===== src/rtl/hist_frame_controller_pkg.sv =====
// Shared sizing defaults and state encodings for the histogram frame controller
// and its CDF accumulator.
package hist_frame_controller_pkg;

  localparam int DEF_BIN_CNT = 256;
  localparam int DEF_CNT_W   = 16;
  localparam int DEF_CDF_W   = 24;

  // Calculator address space holds two banks of bins; readout index is one bank wide.
  localparam int ADDR_W = 9;
  localparam int BIN_W  = 8;

  typedef enum logic {
    IDLE    = 1'b0,
    COLLECT = 1'b1
  } col_state_t;

  typedef enum logic [1:0] {
    RD_IDLE = 2'd0,
    RD_ADDR = 2'd1,
    RD_CAP  = 2'd2,
    RD_OUT  = 2'd3
  } rd_state_t;

endpackage


===== src/rtl/hist_cdf_accumulator.sv =====
// Running cumulative sum over one histogram bank: saturating adder, bin index
// counter and the registered CDF output.
module hist_cdf_accumulator
  import hist_frame_controller_pkg::*;
#(
  parameter int BIN_CNT = DEF_BIN_CNT,
  parameter int CNT_W   = DEF_CNT_W,
  parameter int CDF_W   = DEF_CDF_W
) (
  input  logic             clk,
  input  logic             rst,
  input  logic             clear,
  input  logic             capture,
  input  logic             advance,
  input  logic [CNT_W-1:0] rd_data,
  output logic [CDF_W-1:0] cdf_data,
  output logic [BIN_W-1:0] cdf_bin,
  output logic             cdf_valid,
  output logic             cdf_last
);

  localparam logic [BIN_W-1:0] LAST_BIN = BIN_W'(BIN_CNT - 1);

  // Unsigned add with clamp to all-ones; counts are never negative so one carry bit suffices.
  function automatic logic [CDF_W-1:0] sat_add(input logic [CDF_W-1:0] acc,
                                               input logic [CNT_W-1:0] inc);
    logic [CDF_W:0] sum;
    sum = {1'b0, acc} + {{(CDF_W + 1 - CNT_W){1'b0}}, inc};
    return sum[CDF_W] ? {CDF_W{1'b1}} : sum[CDF_W-1:0];
  endfunction

  logic [CDF_W-1:0] acc_r;
  logic [BIN_W-1:0] idx_r;
  logic             valid_r;
  logic             last_r;

  // Sum, index and output flags; the sum register is presented directly as cdf_data.
  always_ff @(posedge clk or posedge rst) begin
    if (rst) begin
      acc_r   <= {CDF_W{1'b0}};
      idx_r   <= {BIN_W{1'b0}};
      valid_r <= 1'b0;
      last_r  <= 1'b0;
    end else if (clear) begin
      acc_r   <= {CDF_W{1'b0}};
      idx_r   <= {BIN_W{1'b0}};
      valid_r <= 1'b0;
      last_r  <= 1'b0;
    end else if (capture) begin
      acc_r   <= sat_add(acc_r, rd_data);
      valid_r <= 1'b1;
      last_r  <= (idx_r == LAST_BIN);
    end else if (advance) begin
      valid_r <= 1'b0;
      last_r  <= 1'b0;
      if (idx_r != LAST_BIN) begin
        idx_r <= idx_r + BIN_W'(1);
      end
    end
  end

  assign cdf_data  = acc_r;
  assign cdf_bin   = idx_r;
  assign cdf_valid = valid_r;
  assign cdf_last  = last_r;

endmodule


===== src/rtl/hist_frame_controller.sv =====
// Frame gating, ping-pong bank selection and CDF readout sequencing that sits
// beside a dual-bank histogram calculator.
module hist_frame_controller
  import hist_frame_controller_pkg::*;
#(
  parameter int BIN_CNT = DEF_BIN_CNT,
  parameter int CNT_W   = DEF_CNT_W,
  parameter int CDF_W   = DEF_CDF_W
) (
  input  logic              clk,
  input  logic              rst,
  input  logic              frame_start,
  input  logic              pix_valid,
  input  logic              frame_end,
  output logic              hist_in_valid,
  output logic [ADDR_W-1:0] hist_base_address,
  output logic              hist_end_of_frame,
  output logic [ADDR_W-1:0] hist_rd_addr,
  input  logic [CNT_W-1:0]  hist_rd_data,
  output logic [CDF_W-1:0]  cdf_data,
  output logic [BIN_W-1:0]  cdf_bin,
  output logic              cdf_valid,
  input  logic              cdf_ready,
  output logic              cdf_last,
  output logic              busy,
  output logic              overrun_err
);

  localparam logic [ADDR_W-1:0] BANK0_BASE = {ADDR_W{1'b0}};
  localparam logic [ADDR_W-1:0] BANK1_BASE = ADDR_W'(BIN_CNT);
  localparam logic [BIN_W-1:0]  LAST_BIN   = BIN_W'(BIN_CNT - 1);

  col_state_t        col_state_r;
  col_state_t        col_state_s;
  rd_state_t         rd_state_r;
  rd_state_t         rd_state_s;
  logic [ADDR_W-1:0] base_r;
  logic [ADDR_W-1:0] rd_base_r;
  logic [ADDR_W-1:0] rd_addr_r;
  logic              overrun_r;
  logic              eof_s;
  logic              start_s;
  logic              handshake_s;
  logic              capture_s;
  logic              advance_s;

  // Collect FSM: pixel gating and end-of-frame forwarding (frame_end beats frame_start).
  always_comb begin
    col_state_s   = col_state_r;
    hist_in_valid = 1'b0;
    eof_s         = 1'b0;
    case (col_state_r)
      IDLE: begin
        if (frame_start) begin
          col_state_s = COLLECT;
        end else begin
          col_state_s = IDLE;
        end
      end
      COLLECT: begin
        hist_in_valid = pix_valid;
        eof_s         = frame_end;
        if (frame_end) begin
          col_state_s = IDLE;
        end else begin
          col_state_s = COLLECT;
        end
      end
      default: begin
        col_state_s = IDLE;
      end
    endcase
  end

  // A closed frame only swaps banks when the previous readout has drained.
  assign start_s     = eof_s && (rd_state_r == RD_IDLE);
  assign handshake_s = cdf_valid && cdf_ready;

  // Readout FSM: address, capture, then hold the output until accepted.
  always_comb begin
    rd_state_s = rd_state_r;
    capture_s  = 1'b0;
    advance_s  = 1'b0;
    case (rd_state_r)
      RD_IDLE: begin
        if (start_s) begin
          rd_state_s = RD_ADDR;
        end else begin
          rd_state_s = RD_IDLE;
        end
      end
      RD_ADDR: begin
        rd_state_s = RD_CAP;
      end
      RD_CAP: begin
        capture_s  = 1'b1;
        rd_state_s = RD_OUT;
      end
      RD_OUT: begin
        if (handshake_s) begin
          advance_s = 1'b1;
          if (cdf_bin != LAST_BIN) begin
            rd_state_s = RD_ADDR;
          end else begin
            rd_state_s = RD_IDLE;
          end
        end else begin
          rd_state_s = RD_OUT;
        end
      end
      default: begin
        rd_state_s = RD_IDLE;
      end
    endcase
  end

  // State registers for both FSMs.
  always_ff @(posedge clk or posedge rst) begin
    if (rst) begin
      col_state_r <= IDLE;
      rd_state_r  <= RD_IDLE;
    end else begin
      col_state_r <= col_state_s;
      rd_state_r  <= rd_state_s;
    end
  end

  // Bank toggle, readout address generation and sticky overrun.
  always_ff @(posedge clk or posedge rst) begin
    if (rst) begin
      base_r    <= BANK0_BASE;
      rd_base_r <= BANK0_BASE;
      rd_addr_r <= {ADDR_W{1'b0}};
      overrun_r <= 1'b0;
    end else begin
      if (start_s) begin
        base_r    <= (base_r == BANK0_BASE) ? BANK1_BASE : BANK0_BASE;
        rd_base_r <= base_r;
        rd_addr_r <= base_r;
      end else if (advance_s && (cdf_bin != LAST_BIN)) begin
        rd_addr_r <= rd_base_r + ADDR_W'(cdf_bin) + ADDR_W'(1);
      end
      if (eof_s && !start_s) begin
        overrun_r <= 1'b1;
      end
    end
  end

  hist_cdf_accumulator #(
    .BIN_CNT (BIN_CNT),
    .CNT_W   (CNT_W),
    .CDF_W   (CDF_W)
  ) u_cdf_acc (
    .clk       (clk),
    .rst       (rst),
    .clear     (start_s),
    .capture   (capture_s),
    .advance   (advance_s),
    .rd_data   (hist_rd_data),
    .cdf_data  (cdf_data),
    .cdf_bin   (cdf_bin),
    .cdf_valid (cdf_valid),
    .cdf_last  (cdf_last)
  );

  assign hist_base_address = base_r;
  assign hist_end_of_frame = eof_s;
  assign hist_rd_addr      = rd_addr_r;
  assign busy              = (rd_state_r != RD_IDLE);
  assign overrun_err       = overrun_r;

endmodule


===== config.mk =====
export PLATFORM = sky130hd
export DESIGN_NAME = hist_frame_controller
export DESIGN_NICKNAME = d
export VERILOG_FILES = /design/src/rtl/hist_frame_controller_pkg.sv /design/src/rtl/hist_cdf_accumulator.sv /design/src/rtl/hist_frame_controller.sv
export SDC_FILE = /design/constraint.sdc
export NUM_CORES = 1
export LEC_CHECK = 0
export BUFFER_PORTS_ARGS = -buffer_cell sky130_fd_sc_hd__buf_2
export CORE_UTILIZATION = 27
export DETAILED_ROUTE_END_ITERATION = 10
export GPL_ROUTABILITY_DRIVEN = 0
export PLACE_DENSITY = 0.48
export REMOVE_ABC_BUFFERS = 1
export SETUP_SLACK_MARGIN = 0.4
export SKIP_CTS_REPAIR_TIMING = 1
export SLEW_MARGIN = 20
export SYNTH_ARGS = -nofsm -noshare
export SYNTH_HDL_FRONTEND = slang
export SYNTH_SLANG_ARGS = --single-unit

===== constraint.sdc =====
create_clock -name clk -period 6.53 [get_ports clk]
set_clock_uncertainty 0.05 [all_clocks]
set_input_delay 0.9795 -clock clk [delete_from_list [all_inputs] [get_ports clk]]
set_output_delay 0.9795 -clock clk [all_outputs]
set_load 0.01 [all_outputs]

==> metrics.md <==
| Metric | Value |
|---|---|
| Iteration-0 DRC Markers | `140` |
| Routed len/inst | `between 10 and 15 µm` |
| Total Power | `1.56 mW` |
| Int Power | `882 µW` |
| Fill count | `1150` |
| WS Path Type | `in -> reg` |
| Endpoint class of the critical path | `flip-flop` |
| Worst VDD drop | `121 µV` |
| Pin count of the biggest net entering global routing | `50` |
| Post-synth ARST share | `1.00` |
| H-Tree Depth | `2` |
| RSZ-0062 raised after global routing | `false` |
| Final worst path period need | `around 3600 ps` |
| Vias | `2719` |
| CTS tree | `done` |
| Post-Route WL | `7860 µm` |
| Worst hold slack | `between 400 and 500 ps` |
| Critical path cell sequence | `buf_2 -> ha_1 -> fa_1 -> a21o_1 -> a221oi_2 -> o211a_1 -> a211o_1 -> and2_1 -> a31oi_2` |
| Critical path fanouts, max | `12` |
| Net Sw Frac | `0.433` |
| Root buf cell | `clkbuf_16` |
| Critical Path RT | `6650 ps` |
| Final hold violation count | `0` |
| Peak Freq | `280 MHz` |
| Part of the power in registers | `0.313` |
| Sw power | `674 µW` |
| Critical path's slowest cell | `and2_1` |
| Gr usage total | `0.142` |
| Row cnt | `38` |
| Vias in the first global route | `2585` |
| Synthesized area per cell | `9.09 µm²` |
| Seq/Total Area, Yosys | `0.397` |
| FF+latch count, synth | `49` |
| Die height | `109 µm` |
| Die W | `109 µm` |
| DRC Markers | `0` |
| Initial Utilization | `0.281` |
| Top Family by Delay on Critical Path | `compound AO/OA/AOI/OAI gates` |
| Clock power frac | `0.170` |
| Combinational power share | `0.516` |
| TritonCTS buffer count | `5` |
| Syn Inst Count | `340` |
| Ports | `about 80` |
| Reg clk slew, reported paths | `70 ps` |
| Die area | `11900 µm²` |
| Area of the multi-input gates | `1730 µm²` |
| # port buffers | `69` |
| Final Max Slew Viols | `0` |
| Core area | `11000 µm²` |
| Register area | `1230 µm²` |
| Placement Setup Slack | `2620 ps` |
| Startpoint types | `input pin` |
| Yosys top cell area share | `0.397` |
| First-pass DRT Iterations | `4` |
| Main synth FF type | `dfrtp_1` |
| Ant. Diodes | `0` |
| Max_slew headroom | `0.462` |
| Number of distinct library cells after synthesis | `51` |
| Antenna viol nets, final | `0` |
| Nets | `440` |
| Drt via density | `~5.0` |
| Hpwl dp | `5660 µm` |
| HP Class | `reg -> reg` |
| Worst-margin pin slew | `805 ps` |
| Synth Cell Area | `3090 µm²` |
| Clk Latency, worst-skew pair | `300 ps` |
| Warnings, synthesis | `0` |
| CTS max path bufs | `2` |
| Max Cap Viol | `0` |
| Setup TNS | `0 ps` |
| Final Cell Area | `3670 µm²` |
| PwrDens | `424 nW/µm²` |
| WP buf/inv | `1` |
| Slowest stage delay, CP | `roughly 460 ps` |
| Congestion Overflow GR | `0` |
| Final worst setup slack | `roughly 3000 ps` |
| Clock sink count | `49` |
| Post-DP Area | `about 3500 µm²` |
| Tcrit/Tclk final | `0.546` |
| First-pass GRT wire length | `13100 µm` |
| Worst path arrival time | `~3700 ps` |
| Status | `complete, no violations` |
| Initial antenna violation count | `0` |
| Static Leakage | `1.70 nW` |
| Synth area leader | `dfrtp_1` |
| Share of layout cells above drive strength 1 | `0.217` |
| Synth area leaders | `dfrtp_1, a21oi_1, ha_1, xnor2_1, xor2_1` |
| Post-synth EDFFs | `0` |
| Layout area overhead | `18.8%` |
| Setup-failing EPs final | `0` |
[power groups by stage]
stage	logic, mW	registers [mW]	clock network, mW
after detailed placement	0.799	0.494	0
after floorplan	0.529	0.524	0
after global placement	0.805	0.491	0
after CTS	0.805	0.489	0.278
after global routing	0.905	0.506	0.284
final	0.803	0.487	0.265
[cells by family after synthesis]
| kind of cell | count (synthesis) | share of synthesized area |
|---|---|---|
| other | 1 | 0.00121 |
| DFF | 49 | 0.397 |
| AOI/OAI and AO/OA | 110 | 0.232 |
| buffers and inverters | 35 | 0.0583 |
| muxes | 2 | 0.00648 |
| xor gates and xnor gates | 26 | 0.0737 |
| adders and majority gates | 18 | 0.0753 |
| and+or+nand+nor | 99 | 0.157 |
[layer usage]
metal	track usage	wire, µm	part of all wire
met5	0	0	0
met4	0.0512	125	0.016
met3	0.0305	384	0.049
met2	0.218	3480	0.44
met1	0.195	3870	0.49
[layout by cell type, fill, tap and decap left out, types with 4 or more instances in the layout]
cell type  instances
a211o_1            4
a211oi_1           8
a21o_1             6
a21oi_1           46
a31oi_1            9
and3_1             5
and4_1             6
buf_2             69
clkbuf_16          5
conb_1             8
dfrtp_1           49
ha_1              17
inv_1              8
nand2_1           30
nand3_1            7
nand4_1            7
nor2_1            29
o21ai_0           12
xnor2_1           13
xor2_1            13
[worst paths after layout]
check | start | to | slack, ps | cells past startpoint
max reg2reg | u_cdf_acc.cdf_data[0]$_DFFE_PP0P_ | u_cdf_acc.cdf_data[17]$_DFFE_PP0P_ | 3340 | 8
max | hist_rd_data[0] | u_cdf_acc.cdf_data[17]$_DFFE_PP0P_ | 2960 | 9
min in group asynchronous | rst | hist_rd_addr[4]$_DFFE_PP0P_ | 810 | 3
max in group asynchronous | rst | u_cdf_acc.cdf_data[13]$_DFFE_PP0P_ | 5190 | 3
min | overrun_err$_DFFE_PP0P_ | overrun_err$_DFFE_PP0P_ | 430 | 1
min reg2reg | overrun_err$_DFFE_PP0P_ | overrun_err$_DFFE_PP0P_ | 430 | 1
[layout make-up]
cell class                      instances  area share
Sequential cell                        49       0.334
Clock buffer                            6      0.0351
Timing Repair Buffer                   72       0.100
Clock inverter                          2     0.00375
Inverter                                9     0.00920
Multi-Input combinational cell        263       0.470
Tap cell                              140      0.0477
[synthesized netlist by cell type, drive strengths merged (7+ instances only)]
master and instances:
o21ai 12, buf 15, a31oi 11, dfrtp 49, a211oi 9, a21oi 47, clkbuf 11, nand3 7
nand2 30, ha 17, nor2 29, xor2 13, inv 9, nand4 7, xnor2 13
[sequential cells by signal (all words and copies together) (netlist names)]
register / flops
rd_state_r: 2
rd_base_r: 1
u_cdf_acc.cdf_bin: 8
overrun_err: 1
hist_base_address: 1
u_cdf_acc.cdf_last: 1
col_state_r: 1
u_cdf_acc.cdf_valid: 1
u_cdf_acc.cdf_data: 24
hist_rd_addr: 9
[metrics by stage]
stage / std cells / util
5_1_grt: 541 / 0.334
6_report: 541 / 0.334
3_3_place_gp: 533 / 0.320
4_1_cts: 541 / 0.333
3_5_place_dp: 533 / 0.320
2_1_floorplan: 321 / -
No activity file was read; power rests on OpenSTA's default activity.
